==> src/rtl/alu_pkg.sv <==
// alu_pkg: shared definitions for the shared-alu arbiter slice.
//   ALU_W        datapath width of the shared alu
//   OP_*         3-bit alu function codes
//   state_t      arbiter FSM state encoding (ST_IDLE, ST_EXEC, ST_RESP)
package alu_pkg;

    localparam int ALU_W = 8;

    localparam logic [2:0] OP_ADD = 3'b000;
    localparam logic [2:0] OP_SUB = 3'b001;
    localparam logic [2:0] OP_OR  = 3'b010;
    localparam logic [2:0] OP_AND = 3'b011;
    localparam logic [2:0] OP_XOR = 3'b100;
    localparam logic [2:0] OP_NOT = 3'b101;
    localparam logic [2:0] OP_SHL = 3'b110;
    localparam logic [2:0] OP_SHR = 3'b111;

    typedef enum logic [1:0] {
        ST_IDLE = 2'd0,
        ST_EXEC = 2'd1,
        ST_RESP = 2'd2
    } state_t;

endpackage

==> src/rtl/alu_arbiter_if.sv <==
// alu_arbiter_if: request/response bus between the requesting control units
// and the shared alu arbiter.
//   req_valid/req_ready  per-requester handshake, req_ready one-hot
//   req_a/req_b/req_op   packed per-requester operands and opcode
//   rsp_valid/rsp_ready  result handshake
//   rsp_data/rsp_id      alu result and owning requester index
//   busy/op_count        arbiter status
// modport slave is the arbiter side, master the requester/consumer side.
interface alu_arbiter_if #(
    parameter int NREQ = 4,
    parameter int IDW  = 2,
    parameter int CNTW = 16
);
    logic [NREQ-1:0]   req_valid;
    logic [8*NREQ-1:0] req_a;
    logic [8*NREQ-1:0] req_b;
    logic [3*NREQ-1:0] req_op;
    logic [NREQ-1:0]   req_ready;
    logic              rsp_valid;
    logic              rsp_ready;
    logic [7:0]        rsp_data;
    logic [IDW-1:0]    rsp_id;
    logic              busy;
    logic [CNTW-1:0]   op_count;

    modport slave (
        input  req_valid, req_a, req_b, req_op, rsp_ready,
        output req_ready, rsp_valid, rsp_data, rsp_id, busy, op_count
    );

    modport master (
        output req_valid, req_a, req_b, req_op, rsp_ready,
        input  req_ready, rsp_valid, rsp_data, rsp_id, busy, op_count
    );
endinterface

==> src/rtl/alu.sv <==
// alu: shared 8-bit combinational alu.
//   a, b   operands
//   f      function code (OP_* in alu_pkg)
//   q      result, modulo 2^ALU_W
//   cout   carry for add, borrow for sub, shifted-out bit for shifts
module alu
    import alu_pkg::*;
(
    input  logic [ALU_W-1:0] a,
    input  logic [ALU_W-1:0] b,
    input  logic [2:0]       f,
    output logic [ALU_W-1:0] q,
    output logic             cout
);

    always_comb begin
        q    = '0;
        cout = 1'b0;
        case (f)
            OP_ADD:  {cout, q} = {1'b0, a} + {1'b0, b};
            OP_SUB:  {cout, q} = {1'b0, a} - {1'b0, b};
            OP_OR:   q = a | b;
            OP_AND:  q = a & b;
            OP_XOR:  q = a ^ b;
            OP_NOT:  q = ~a;
            OP_SHL:  {cout, q} = {a, 1'b0};
            OP_SHR:  {q, cout} = {1'b0, a};
            default: q = '0;
        endcase
    end

endmodule

==> src/rtl/rr_pick.sv <==
// rr_pick: combinational round-robin picker.
//   req      request vector
//   ptr      highest-priority index; search runs ptr, ptr+1, ... mod NREQ
//   gnt      one-hot grant, all zero when no request
//   gnt_idx  index of the granted request, 0 when no request
module rr_pick #(
    parameter int NREQ = 4,
    parameter int IDW  = 2
) (
    input  logic [NREQ-1:0] req,
    input  logic [IDW-1:0]  ptr,
    output logic [NREQ-1:0] gnt,
    output logic [IDW-1:0]  gnt_idx
);

    logic           found;
    logic [IDW-1:0] j;

    always_comb begin
        gnt     = '0;
        gnt_idx = '0;
        found   = 1'b0;
        j       = '0;
        for (int k = 0; k < NREQ; k++) begin
            j = IDW'((int'(ptr) + k) % NREQ);
            if (!found && req[j]) begin
                found   = 1'b1;
                gnt[j]  = 1'b1;
                gnt_idx = j;
            end
        end
    end

endmodule

==> src/rtl/alu_arbiter.sv <==
// alu_arbiter: shares one alu between NREQ requesters with round-robin
// arbitration. A granted request is captured, executed for one cycle and
// returned tagged with the requester id.
//   clk     rising-edge clock
//   rst_n   synchronous active-low reset; aborts any operation in flight
//   bus     alu_arbiter_if slave port (request, response and status)
//
// state   | meaning
// ST_IDLE | accepting; grant the next valid requester from rr_ptr
// ST_EXEC | alu runs on the captured operands, result registered
// ST_RESP | rsp_valid high, waiting for rsp_ready
module alu_arbiter
    import alu_pkg::*;
#(
    parameter int NREQ = 4,
    parameter int IDW  = 2,
    parameter int CNTW = 16
) (
    input  logic         clk,
    input  logic         rst_n,
    alu_arbiter_if.slave bus
);

    state_t            state_q,     state_d;
    logic [IDW-1:0]    rr_ptr_q,    rr_ptr_d;
    logic [ALU_W-1:0]  a_q,         a_d;
    logic [ALU_W-1:0]  b_q,         b_d;
    logic [2:0]        op_q,        op_d;
    logic [IDW-1:0]    id_q,        id_d;
    logic [ALU_W-1:0]  rsp_data_q,  rsp_data_d;
    logic              rsp_valid_q, rsp_valid_d;
    logic [CNTW-1:0]   op_count_q,  op_count_d;

    logic [NREQ-1:0]   gnt;
    logic [IDW-1:0]    gnt_idx;
    logic [ALU_W-1:0]  alu_q;
    logic              unused_cout;

    rr_pick #(.NREQ(NREQ), .IDW(IDW)) u_rr_pick (
        .req     (bus.req_valid),
        .ptr     (rr_ptr_q),
        .gnt     (gnt),
        .gnt_idx (gnt_idx)
    );

    alu u_alu (
        .a    (a_q),
        .b    (b_q),
        .f    (op_q),
        .q    (alu_q),
        .cout (unused_cout)
    );

    always_comb begin
        state_d     = state_q;
        rr_ptr_d    = rr_ptr_q;
        a_d         = a_q;
        b_d         = b_q;
        op_d        = op_q;
        id_d        = id_q;
        rsp_data_d  = rsp_data_q;
        rsp_valid_d = rsp_valid_q;
        op_count_d  = op_count_q;
        case (state_q)
            ST_IDLE: begin
                if (|bus.req_valid) begin
                    a_d      = bus.req_a[int'(gnt_idx)*ALU_W +: ALU_W];
                    b_d      = bus.req_b[int'(gnt_idx)*ALU_W +: ALU_W];
                    op_d     = bus.req_op[int'(gnt_idx)*3 +: 3];
                    id_d     = gnt_idx;
                    rr_ptr_d = IDW'((int'(gnt_idx) + 1) % NREQ);
                    state_d  = ST_EXEC;
                end
            end
            ST_EXEC: begin
                rsp_data_d  = alu_q;
                rsp_valid_d = 1'b1;
                state_d     = ST_RESP;
            end
            ST_RESP: begin
                if (bus.rsp_ready) begin
                    rsp_valid_d = 1'b0;
                    op_count_d  = op_count_q + 1'b1;
                    state_d     = ST_IDLE;
                end
            end
            default: state_d = ST_IDLE;
        endcase
    end

    always_ff @(posedge clk) begin
        if (!rst_n) begin
            state_q     <= ST_IDLE;
            rr_ptr_q    <= '0;
            a_q         <= '0;
            b_q         <= '0;
            op_q        <= '0;
            id_q        <= '0;
            rsp_data_q  <= '0;
            rsp_valid_q <= 1'b0;
            op_count_q  <= '0;
        end else begin
            state_q     <= state_d;
            rr_ptr_q    <= rr_ptr_d;
            a_q         <= a_d;
            b_q         <= b_d;
            op_q        <= op_d;
            id_q        <= id_d;
            rsp_data_q  <= rsp_data_d;
            rsp_valid_q <= rsp_valid_d;
            op_count_q  <= op_count_d;
        end
    end

    // Grant is only visible in IDLE and never while reset is asserted.
    assign bus.req_ready = (rst_n && state_q == ST_IDLE) ? gnt : '0;
    assign bus.rsp_valid = rsp_valid_q;
    assign bus.rsp_data  = rsp_data_q;
    assign bus.rsp_id    = id_q;
    assign bus.busy      = (state_q != ST_IDLE);
    assign bus.op_count  = op_count_q;

endmodule

==> src/flat_wrapper.sv <==
// flat-port wrapper written by rule: the top's interface ports become plain ports
module alu_arbiter_flat import alu_pkg::*;
#(
    parameter int NREQ = 4,
    parameter int IDW  = 2,
    parameter int CNTW = 16
)
  (clk, rst_n, bus_req_valid, bus_req_a, bus_req_b, bus_req_op, bus_rsp_ready, bus_req_ready, bus_rsp_valid, bus_rsp_data, bus_rsp_id, bus_busy, bus_op_count);
  alu_arbiter_if #(.NREQ(NREQ), .IDW(IDW), .CNTW(CNTW)) bus_i ();
  input  logic clk;
  input  logic rst_n;
  input wire logic [$bits(bus_i.req_valid)-1:0] bus_req_valid;
  input wire logic [$bits(bus_i.req_a)-1:0] bus_req_a;
  input wire logic [$bits(bus_i.req_b)-1:0] bus_req_b;
  input wire logic [$bits(bus_i.req_op)-1:0] bus_req_op;
  input wire logic [$bits(bus_i.rsp_ready)-1:0] bus_rsp_ready;
  output wire logic [$bits(bus_i.req_ready)-1:0] bus_req_ready;
  output wire logic [$bits(bus_i.rsp_valid)-1:0] bus_rsp_valid;
  output wire logic [$bits(bus_i.rsp_data)-1:0] bus_rsp_data;
  output wire logic [$bits(bus_i.rsp_id)-1:0] bus_rsp_id;
  output wire logic [$bits(bus_i.busy)-1:0] bus_busy;
  output wire logic [$bits(bus_i.op_count)-1:0] bus_op_count;
  assign bus_i.req_valid = bus_req_valid;
  assign bus_i.req_a = bus_req_a;
  assign bus_i.req_b = bus_req_b;
  assign bus_i.req_op = bus_req_op;
  assign bus_i.rsp_ready = bus_rsp_ready;
  assign bus_req_ready = bus_i.req_ready;
  assign bus_rsp_valid = bus_i.rsp_valid;
  assign bus_rsp_data = bus_i.rsp_data;
  assign bus_rsp_id = bus_i.rsp_id;
  assign bus_busy = bus_i.busy;
  assign bus_op_count = bus_i.op_count;
  alu_arbiter #(.NREQ(NREQ), .IDW(IDW), .CNTW(CNTW)) u_core (.clk(clk), .rst_n(rst_n), .bus(bus_i));
endmodule
==> config.mk <==
export PLATFORM = sky130hd
export DESIGN_NAME = alu_arbiter_flat
export DESIGN_NICKNAME = d
export VERILOG_FILES = /design/src/rtl/alu_pkg.sv /design/src/rtl/alu_arbiter_if.sv /design/src/rtl/alu.sv /design/src/rtl/rr_pick.sv /design/src/rtl/alu_arbiter.sv /design/src/flat_wrapper.sv
export SDC_FILE = /design/constraint.sdc
export NUM_CORES = 1
export LEC_CHECK = 0
export CORE_MARGIN = 2
export CORE_UTILIZATION = 45
export DETAILED_ROUTE_END_ITERATION = 8
export HOLD_SLACK_MARGIN = 0.15
export PLACE_DENSITY = 0.78
export SYNTH_ARGS = -nofsm -noshare
export SYNTH_HDL_FRONTEND = slang
export SYNTH_SLANG_ARGS = --single-unit
==> constraint.sdc <==
create_clock -name clk -period 4.51 [get_ports clk]
set_clock_uncertainty 0.2 [all_clocks]
set_input_delay 1.1275 -clock clk [delete_from_list [all_inputs] [get_ports clk]]
set_output_delay 1.1275 -clock clk [all_outputs]
set_load 0.03 [all_outputs]
==> run_results.csv <==
group,metric,value,unit
status,status,"completed",
placement,io_buffer_count,114,
final_layout,drive_above_1_share,9.92,%
clock_network,path_clk_slew,0.08,ns
sta,finalCritPeriodShare,98.5,%
final_layout,nNetsFinal,720,
route,drt-initial-drc-count,290,
sta,period_needed,4.44,ns
final_layout,syn2layout_area_growth,32.8,%
route,first_pass_iters,5,
grt,grt_pass1_wl,18.7,mm
clock_network,cts_buffers,5,
route,via_count,4208,
logic_synthesis,ys_types,62,
sta,setup_viol,0,
worst_setup_path,max_stage_delay,0.52,ns
worst_setup_path,crit_required,3.18,ns
clock_network,cts.htree.levels,2,
route,routed_wl,11.3,mm
floorplan,rows,35,
route,routed_via_density,5.73,
pwr,peakVddDrop,0.337,mV
logic_synthesis,avgSynthCellArea,8.60,µm²
worst_setup_path,arrival,3.11,ns
sta,relSlewSlack,50.1,%
logic_synthesis,syn_nets,613,
worst_setup_path,cp_max_fo,4,
pwr,finalPower,3.37,mW
clock_network,clk_path_buf_depth,2,
floorplan,die_w,101,µm
worst_setup_path,start_kind,"input port",
clock_network,cts-root-buf,"clkbuf_8",
worst_hold_path,worstHoldPathType,"reg -> reg",
clock_network,clock_sinks,50,
worst_setup_path,worstSetupPathType,"in -> out",
clock_network,clock_latency,0.30,ns
logic_synthesis,async_flop_share,0,%
pwr,p_per_area,593,nW/µm²
route,ant_nets,0,
sta,worstMarginPinSlew,0.748,ns
worst_setup_path,crit_slowest_cell,"mux4_2",
final_layout,final_area,5680,µm²
worst_setup_path,path_cells,"clkdlybuf4s50_1, mux4_2, or3_1, nor2_4, a221oi_2, nor2_2, buf_4",
sta,drv_slew,0,
sta,clock.fmax,0.225,GHz
placement,hpwl,8.75,mm
route,drc,0,
placement,place.gp.congestion,0.881,
clock_network,cts_tree,"done",
sta,hold_viol,0,
grt,grt_max_degree,42,
grt,grt_pass1_vias,4032,
flow_run,max_cap_violations,0,
logic_synthesis,synth_edf_count,0,
final_layout,antenna_cells,0,
floorplan,core,9240,µm²
final_layout,fillers,819,
sta,fin_hold_ws,0.263,ns
floorplan,fp.dieH,101,µm
logic_synthesis,ys_ff_latch,50,
placement,placed_area,5570,µm²
sta,rsz0062_at_grt,"no",
grt,grt_overflow,0,
logic_synthesis,yosysWarningCount,0,
worst_setup_path,rrSetupSlack,0.62,ns
sta,tns,0,ns
floorplan,ioPinCount,115,
logic_synthesis,synth_ff_type,"dfxtp_1",
logic_synthesis,synth_area,4270,µm²
route,wire_per_inst,15.4,µm
logic_synthesis,synth_seq_area_share,23.4,%
pwr,cellLeakagePower,2.36,nW
floorplan,start_util,46.3,%
worst_setup_path,crit_path_end_kind,"primary output",
grt,grt_antenna_before_repair,0,
grt,grtUsageTotal,21.9,%
floorplan,die_area,10300,µm²
logic_synthesis,netlist_instances,497,
-- cells in the final DEF, fill, tap and decap left out, drive strengths merged, types with 20 or more instances in the layout --
master         Yosys  final
o21ai             21     21
a21oi             26     26
ha                32     32
mux2i             61     61
buf               16     20
clkdlybuf4s50      0    107
inv               29     29
nor2              41     41
dfxtp             50     50
nor3              21     21
nand2             24     24
-- metrics by stage --
step	cells	worst slack, ns	util, %
after floorplan	497	0.0699	-
after global placement	726	0.00899	60.3
after detailed placement	726	-0.119	60.3
after CTS	734	0.0131	61.3
after global routing	734	0.00814	61.4
final	734	0.0690	61.4
-- layout make-up --
type                    instances  area, µm²  area share [%]
repair buffers                130       1260            22.3
clock inverters                 3       21.3           0.375
multi-input cells             388       3050            53.8
well taps                     129        161            2.84
inverters                      29        109            1.92
flip-flops and latches         50       1000            17.6
clock buffers                   5       68.8            1.21
-- layer usage --
layer  vias to the layer above  global-route usage [%]  part of all wire (%)
met5                         -                       0                     0
met4                         0                    6.34                   1.9
met3                        15                    2.21                   5.5
met2                       171                    37.7                    48
met1                      1979                    29.2                    44
li1                       2043                       -                     -
-- flip-flops by register name (all words and copies together), names as in the netlist --
register,flops
u_core.bus.op_count,16
u_core.a_q,8
u_core.b_q,8
u_core.bus.rsp_data,8
u_core.op_q,3
u_core.bus.rsp_id,2
u_core.rr_ptr_q,2
u_core.state_q,2
u_core.bus.rsp_valid,1
-- worst max-delay path: cells and delay by family --
kind                   cells  cell delay [ns]
and+or+nand+nor            3             0.74
buffers and inverters      2             0.63
muxes                      1             0.52
AOI/OAI and AO/OA          1             0.08
-- cell usage after synthesis, types with 3 or more instances --
cell	instances	area [µm²]
and3_1	6	37.5
a21boi_0	3	22.5
a221o_1	16	160
nand2_1	24	90.1
nand3_1	11	55.1
o21a_1	3	22.5
mux2_2	12	135
mux4_2	6	135
inv_1	28	105
clkbuf_1	14	52.6
nor2b_1	3	18.8
xor2_1	10	87.6
o211ai_1	7	52.6
a211oi_1	3	22.5
xnor2_1	13	114
ha_1	32	400
nor3_1	21	105
a221oi_1	5	43.8
dfxtp_1	50	1000
mux2i_1	61	611
o31ai_1	3	22.5
or3_1	7	43.8
nor2_1	41	154
nand4_1	3	18.8
a22oi_1	5	37.5
mux2_1	7	78.8
o21ai_1	4	20.0
a21oi_1	25	125
a31oi_1	3	18.8
buf_2	9	45.0
buf_1	5	18.8
o21ai_0	17	85.1
-- final timing paths --
check / start / end / cells past startpoint
max reg2reg: u_core.rr_ptr_q[1]$_SDFFE_PN0P_ / u_core.a_q[0]$_SDFFE_PN0P_ / 8
min: u_core.bus.rsp_data[2]$_SDFFE_PN0P_ / u_core.bus.rsp_data[2]$_SDFFE_PN0P_ / 2
min reg2reg: u_core.bus.rsp_data[2]$_SDFFE_PN0P_ / u_core.bus.rsp_data[2]$_SDFFE_PN0P_ / 2
max: bus_req_valid[3] / bus_req_ready[0] / 7
-- report_power, final --
part	switching [mW]	internal [mW]
Combinational	1.24	1.15
Sequential	0.156	0.549
Clock	0.155	0.109
-- cell families after synthesis --
group,count (synthesis),synth area share (%)
DFF,50,23.4
buffers and inverters,59,5.80
AOI/OAI and AO/OA,113,18.6
xor gates and xnor gates,23,4.71
muxes,86,22.5
adders and majority gates,33,9.84
and+or+nand+nor,133,15.1
-- timing repair --
action | CTS | global route
setup buffers | 0 | 0
hold buffers | 0 | 0
endpoints found under the setup margin | 4 | 4
pin swaps | 0 | 0
resized for setup | 4 | 3
(Power assumes the default switching activity.)
